==> src/rtl/inst_fetch_queue.sv <==
// Fetch stage: owns the PC, reads the instruction ROM and buffers {pc, inst} in a prefetch FIFO for decode.
// Optional perf counters (fetch_cnt_o, stall_cnt_o) are enabled with FETCH_PERF_CNT_EN.
module inst_fetch_queue #(
    parameter logic [31:0] RESET_PC = 32'h0000_0000,
    parameter int          FQ_DEPTH = 4
) (
    input  logic        clk,
    input  logic        rstn,
    output logic [31:0] inst_addr_o,
    input  logic [31:0] inst_i,
    input  logic        redirect_i,
    input  logic [31:0] redirect_pc_i,
    output logic        out_valid_o,
    input  logic        out_ready_i,
    output logic [31:0] out_inst_o,
    output logic [31:0] out_pc_o
`ifdef FETCH_PERF_CNT_EN
    ,
    output logic [31:0] fetch_cnt_o,
    output logic [31:0] stall_cnt_o
`endif
);

    localparam int PW = (FQ_DEPTH > 1) ? $clog2(FQ_DEPTH) : 1;
    localparam int CW = $clog2(FQ_DEPTH) + 1;
    localparam logic [CW-1:0] DEPTH_C = CW'(FQ_DEPTH);

    logic [31:0]   pc_q, pc_d;
    logic [PW-1:0] wr_ptr_q, wr_ptr_d;
    logic [PW-1:0] rd_ptr_q, rd_ptr_d;
    logic [CW-1:0] count_q, count_d;
    logic [31:0]   pc_mem_q   [FQ_DEPTH];
    logic [31:0]   inst_mem_q [FQ_DEPTH];

    logic push, pop, full;
    logic [1:0] unused_rpc_lo;

    assign unused_rpc_lo = redirect_pc_i[1:0];
    assign full          = (count_q == DEPTH_C);
    assign out_valid_o   = (count_q != '0);
    assign pop           = out_valid_o & out_ready_i;
    assign push          = !redirect_i & (!full | pop);
    assign inst_addr_o   = pc_q;
    assign out_inst_o    = out_valid_o ? inst_mem_q[rd_ptr_q] : 32'h0;
    assign out_pc_o      = out_valid_o ? pc_mem_q[rd_ptr_q]   : 32'h0;

    always_comb begin
        pc_d     = pc_q;
        wr_ptr_d = wr_ptr_q;
        rd_ptr_d = rd_ptr_q;
        count_d  = count_q;
        if (redirect_i) begin
            // A same-cycle pop is consumed by decode but the flush discards the rest.
            pc_d     = {redirect_pc_i[31:2], 2'b00};
            wr_ptr_d = '0;
            rd_ptr_d = '0;
            count_d  = '0;
        end else begin
            if (push) begin
                pc_d     = pc_q + 32'd4;
                wr_ptr_d = wr_ptr_q + PW'(1);
            end
            if (pop) begin
                rd_ptr_d = rd_ptr_q + PW'(1);
            end
            case ({push, pop})
                2'b10:   count_d = count_q + CW'(1);
                2'b01:   count_d = count_q - CW'(1);
                default: count_d = count_q;
            endcase
        end
    end

    always_ff @(posedge clk or negedge rstn) begin
        if (!rstn) begin
            pc_q     <= RESET_PC;
            wr_ptr_q <= '0;
            rd_ptr_q <= '0;
            count_q  <= '0;
        end else begin
            pc_q     <= pc_d;
            wr_ptr_q <= wr_ptr_d;
            rd_ptr_q <= rd_ptr_d;
            count_q  <= count_d;
        end
    end

    always_ff @(posedge clk or negedge rstn) begin
        if (!rstn) begin
            for (int i = 0; i < FQ_DEPTH; i++) begin
                pc_mem_q[i]   <= 32'h0;
                inst_mem_q[i] <= 32'h0;
            end
        end else if (push) begin
            pc_mem_q[wr_ptr_q]   <= pc_q;
            inst_mem_q[wr_ptr_q] <= inst_i;
        end
    end

`ifdef FETCH_PERF_CNT_EN
    logic [31:0] fetch_cnt_q, fetch_cnt_d;
    logic [31:0] stall_cnt_q, stall_cnt_d;

    always_comb begin
        fetch_cnt_d = fetch_cnt_q;
        stall_cnt_d = stall_cnt_q;
        if (push && fetch_cnt_q != 32'hFFFF_FFFF) begin
            fetch_cnt_d = fetch_cnt_q + 32'd1;
        end
        if (full && !pop && stall_cnt_q != 32'hFFFF_FFFF) begin
            stall_cnt_d = stall_cnt_q + 32'd1;
        end
    end

    always_ff @(posedge clk or negedge rstn) begin
        if (!rstn) begin
            fetch_cnt_q <= 32'h0;
            stall_cnt_q <= 32'h0;
        end else begin
            fetch_cnt_q <= fetch_cnt_d;
            stall_cnt_q <= stall_cnt_d;
        end
    end

    assign fetch_cnt_o = fetch_cnt_q;
    assign stall_cnt_o = stall_cnt_q;
`endif

endmodule

==> config.mk <==
export PLATFORM = sky130hd
export DESIGN_NAME = inst_fetch_queue
export DESIGN_NICKNAME = d
export VERILOG_FILES = /design/src/rtl/inst_fetch_queue.sv
export SDC_FILE = /design/constraint.sdc
export NUM_CORES = 1
export LEC_CHECK = 0
export ABC_AREA = 1
export BUFFER_PORTS_ARGS = -buffer_cell sky130_fd_sc_hd__buf_2
export CORE_ASPECT_RATIO = 1.25
export CORE_MARGIN = 5
export CORE_UTILIZATION = 44
export DETAILED_ROUTE_END_ITERATION = 16
export PLACE_DENSITY = 0.71
export REMOVE_ABC_BUFFERS = 1
export SLEW_MARGIN = 10
export SYNTH_ARGS = -nofsm -noshare
export SYNTH_HDL_FRONTEND = slang
export SYNTH_SLANG_ARGS = --single-unit
export TNS_END_PERCENT = 100
==> constraint.sdc <==
create_clock -name clk -period 4.43 [get_ports clk]
set_input_delay 0.443 -clock clk [delete_from_list [all_inputs] [get_ports clk]]
set_output_delay 0.443 -clock clk [all_outputs]
set_load 0.02 [all_outputs]
* After elaboration in Yosys (flattened, before gate mapping)
Index checks and enable logic that the tools add are counted.
** Word-level totals
- Flip-flop bits (word level) :: 295
- Word-level logic and storage cells :: 55
- Input bits :: 68
- Output and inout port bits :: 97
** Cells by class
- Bitwise logic cells :: 5
- Equality and inequality tests :: 3
- Reductions and logical operators :: 7
- $lt $le $gt $ge :: 3
- Add/sub/neg operators :: 5
- Muxes and demuxes :: 20
** Operators by type and width (count)
- 32-bit two-way mux :: 9
- 128-bit bitwise mux :: 2
- 32-bit binary-select mux with 2-bit select :: 2
- 32-bit demux with 2-bit select :: 1
- 32-bit by 3-bit adder with 32-bit output (second input constant) :: 1
- 2-bit two-way mux :: 4
- 3-bit >= comparator (second input constant) :: 2
- 2-bit NOT with 3-bit output :: 2
- 3-bit one-hot mux with 2 select lines :: 1
- 3-bit nonzero test :: 2
- 2-bit by 1-bit adder with 2-bit output (second input constant) :: 2
- 2-bit nonzero test :: 2
- 3-bit by 1-bit adder with 3-bit output (second input constant) :: 1
- 3-bit == test (second input constant) :: 1
- 3-bit by 1-bit less-than comparator with 1-bit output (second input constant) :: 1
- 3-bit two-way mux :: 1
- 3-bit by 1-bit subtractor with 3-bit output (second input constant) :: 1
- 1-bit bitwise AND :: 2
- 2-bit by 1-bit == test with 1-bit output (second input constant) :: 1
- 2-bit == test (second input constant) :: 1
- 1-bit zero test :: 2
- 1-bit logical AND :: 1
- 1-bit bitwise OR :: 1

* Longest topological paths before layout
- Word-level depth :: 7
- Depth in mapped cells :: 10
- Mapped depth without buffers :: 10

* Worst setup path after synthesis
Ideal clock, no wire load.
- Path type :: register to output
- Start :: register rd_ptr_q[0]
- End :: output out_pc_o[22]
- Cell stages (with the launch flop) :: 7
- Required time :: 3.987 ns
- Path slack :: 2.539 ns
- Path buffers :: 3
- Arrival :: 1.448 ns
- Path through :: dfrtp_1 > buf_2 > inv_2 > buf_2 > clkbuf_1 > o21ai_0 > a21oi_1
** Between the ends
- Cells in the longest elaborated chain, start to end :: 5
** RTL lines
- from (decl) :: line 30 : logic [PW-1:0] rd_ptr_q, rd_ptr_d;
- from (signal assigned) :: line 83 : rd_ptr_q <= rd_ptr_d;
- 2-bit NOT with 3-bit output (implied by the code) :: line 45 : assign out_pc_o = out_valid_o ? pc_mem_q[rd_ptr_q] : 32'h0;
- 32-bit binary-select mux with 2-bit select :: line 45
- 32-bit two-way mux (implied by the code) (2 in a row) :: line 45
- 32-bit two-way mux :: line 45
- to (decl) :: line 16 : output logic [31:0] out_pc_o
Every way passes these cells. The select of a mux whose other input is x is not followed.

* Worst setup path after layout
- Start :: register rd_ptr_q[0]
- End :: output out_pc_o[23]
Same word-level chain as after synthesis.

==> flow_summary_export.csv <==
group,metric,value,unit
status,status,"finished, final reports clean",
clocking,cts.path.max_buffers,3,
clocking,cts.sinks,285,
detailed_routing,wl_per_cell,15.8,um
worst_setup_path,crit_path_end_kind,"output pin",
worst_setup_path,worstSetupPathType,"flop to output pin",
synth,syn_inst,1719,
floorplan,initial_core_util,44.2,%
floorplan,pin_count,165,
power_and_ir_drop,power.total,9.68,mW
floorplan,core,0.0316,mm^2
timing,drv_slew,0,
worst_setup_path,start_kind,"flop",
worst_setup_path,worstPathArrival,2.77,ns
cells_and_area,multi_input_area,0.00574,mm^2
synth,synth_cell_types,35,
worst_setup_path,r2r_end,"inst_mem_q[75]",
cells_and_area,final_cell_mix,"nand2_1 (367), nor2_1 (299), dfrtp_1 (283), o21ai_1 (220), buf_2 (157)",
timing,clock_skew,0.0145,ns
clocking,clk_latency,0.55,ns
timing,final.setup.tns,0,ns
detailed_routing,drc,0,
synth,synth.avg_cell_area,8.12,um^2
worst_setup_path,path_cells,"clkinv_2 > buf_4 > o21ai_0 > a21oi_1 > buf_2",
worst_setup_path,r2r_start,"count_q[0]",
cells_and_area,design_area,0.0155,mm^2
worst_setup_path,r2r_cells,7,
worst_setup_path,cp-startpoint,"rd_ptr_q[0]",
detailed_routing,first_pass_iters,5,
place,portBuffers,158,
worst_setup_path,cp_num_cells,5,
timing,slew_headroom,28.2,%
worst_setup_path,cp_max_fo,63,
place,gp_congestion,0.921,
cells_and_area,antenna_cells,0,
cells_and_area,seq_area,0.00714,mm^2
detailed_routing,postRouteAntennaNets,0,
timing,max_freq,0.312,GHz
global_routing,grt.overflow.total,0,
cells_and_area,fin_util,49.1,%
timing,setup_viol,0,
synth,yosysWarningCount,0,
floorplan,die_y,209,um
floorplan,rows,73,
synth,seq_area_frac_synth,51.1,%
global_routing,grt_max_degree,125,
synth,netlist_area,0.0140,mm^2
worst_setup_path,cpLargestDelayFamily,"buffers and inverters",
timing,rsz0062_at_grt,"no",
detailed_routing,vias_per_cell,5.22,
power_and_ir_drop,ir_worst_vdd,0.318,mV
floorplan,fp.dieArea,0.0354,mm^2
worst_setup_path,r2r_slack,2.31,ns
cells_and_area,fillers,3095,
clocking,path_clk_slew,0.06,ns
place,dp_hpwl,21600,um
worst_setup_path,crit_end,"out_pc_o[23]",
detailed_routing,routed_wl,35400,um
timing,min_period,3.21,ns
place,placement.cell_area,0.0146,mm^2
detailed_routing,vias,11716,
worst_hold_path,holdCritPathClass,"primary input to flop",
global_routing,grt_pass1_wl,58800,um
timing,worst-slew-pin-transition,1.08,ns
global_routing,grt_pass1_vias,11435,
clocking,cts_setup_buffers,0,
worst_setup_path,crit_path_top_delay_cell,"dfrtp_4",
power_and_ir_drop,power.density,624,mW/mm^2
clocking,numCtsBuffers,29,
clocking,h-tree-depth,1,
cells_and_area,final_nets,1890,
synth,yosys_register_bits,285,
global_routing,grt_use_total,20.1,%
clocking,root_buffer,"clkbuf_16",
worst_setup_path,crit_buf_inv,3,
cells_and_area,drive_above_1_share,15.7,%
clocking,cts_tree,"built",
power_and_ir_drop,p_leak,7.39,nW
cells_and_area,area_growth,11.2,%
worst_setup_path,worstPathRequired,3.99,ns
worst_setup_path,slowest_delay,0.76,ns
cells_and_area,final_common_cell,"nand2_1",
global_routing,antenna_found_initial,0,
floorplan,die_w,169,um
detailed_routing,drtIter0Drc,786,
job,drv_cap,0,
timing,finalCritPeriodShare,72.5,%
timing,timing_hold_violations_final,0,
repair_timing:
item                                   4_1_cts  5_1_grt
hold buffers                                 1        0
resized for setup                            0        0
endpoints found under the hold margin       95        0
cells by family (layout without fill, tap and decap cells):
kind of cell	count (synthesis)	after routing	synth area share [%]
AND/OR/NAND/NOR	757	757	22.3
buffers and inverters	195	307	7.90
flip-flops	285	285	51.1
adder cells (fa/ha/maj)	6	6	0.592
other	1	4	0.0269
AO/OA/AOI/OAI	465	465	17.4
XOR/XNOR	10	10	0.627
flip-flops by register name, summed over array words and instances (netlist names):
signal / count
count_q: 3
inst_addr_o: 30
inst_mem_q: 128
pc_mem_q: 120
rd_ptr_q: 2
wr_ptr_q: 2
worst reg2reg max path: cells and delay by family (launching register included):
kind | cells | cell delay, ns
AO/OA/AOI/OAI | 1 | 0.13
buffers and inverters | 1 | 0.10
flip-flops | 1 | 0.47
AND/OR/NAND/NOR | 5 | 1.33
area by class of cell:
cell class | instances | area share (%)
clock inverters | 5 | 0.202
clock buffers | 44 | 5.43
flip-flops and latches | 285 | 46.0
repair buffers | 172 | 5.93
inverters | 86 | 2.17
multi-input cells | 1242 | 37.0
well taps | 412 | 3.32
layer usage:
metal | track usage, % | vias up | part of all wire [%]
met5 | 0 | - | 0
met2 | 33.8 | 293 | 48
met3 | 3.16 | 55 | 5.5
li1 | - | 5761 | -
met4 | 5.30 | 0 | 2.2
met1 | 27.0 | 5607 | 45
worst min path at each step:
stage / from / end / slack (ns) / cells after the start
final: redirect_pc_i[18] / inst_addr_o[18] / 0.10 / 3
after global routing: redirect_pc_i[28] / inst_addr_o[28] / 0.1 / 3
after CTS: redirect_pc_i[28] / inst_addr_o[28] / 0.08 / 3
after detailed placement: pc_mem_q[95] / pc_mem_q[95] / 0.47 / 2
after global placement: inst_mem_q[31] / inst_mem_q[31] / 0.46 / 2
after floorplan: rstn / count_q[0] / 0.15 / 0
power breakdown:
group | internal [mW] | leakage, nW | switching, mW
clock | 1.30 | 0.427 | 0.984
combinational | 1.14 | 3.39 | 2.08
sequential | 3.57 | 3.57 | 0.606
cell usage after synthesis:
cell / number / area, um^2
o21bai_1: 2 / 15.0
buf_2: 37 / 185
inv_12: 1 / 16.3
conb_1: 1 / 3.75
o211ai_1: 7 / 52.6
buf_12: 7 / 140
clkbuf_1: 38 / 143
and2_1: 1 / 6.26
dfrtp_1: 285 / 7130
nand4_1: 2 / 12.5
nand2_1: 367 / 1380
o31ai_1: 1 / 7.51
o21ai_1: 220 / 1100
fa_1: 1 / 20.0
nand3_4: 1 / 17.5
buf_1: 2 / 7.51
inv_2: 4 / 15.0
nor3_4: 1 / 16.3
nand3_1: 36 / 180
buf_4: 4 / 30.0
nand2_2: 40 / 250
o221ai_1: 3 / 26.3
ha_1: 5 / 62.6
o21ai_2: 18 / 158
buf_6: 14 / 158
inv_1: 81 / 304
nor2_2: 4 / 25.0
buf_8: 7 / 105
nand2_8: 5 / 100
nor2_4: 1 / 11.3
a31oi_1: 1 / 6.26
a21oi_1: 65 / 325
o21ai_0: 148 / 741
xor2_1: 10 / 87.6
nor2_1: 299 / 1120
metrics by stage:
| stage | setup WS (ns) | instances | hold WS [ns] |
|---|---|---|---|
| floorplan | 0.0848 | 1613 | 0.147 |
| global placement | 1.80 | 2196 | 0.459 |
| detailed placement | 1.77 | 2196 | 0.466 |
| CTS | 1.17 | 2246 | 0.0751 |
| global route | 1.04 | 2246 | 0.0966 |
| finish | 1.22 | 2246 | 0.102 |
Note: power is estimated with default switching activity, not from simulation.
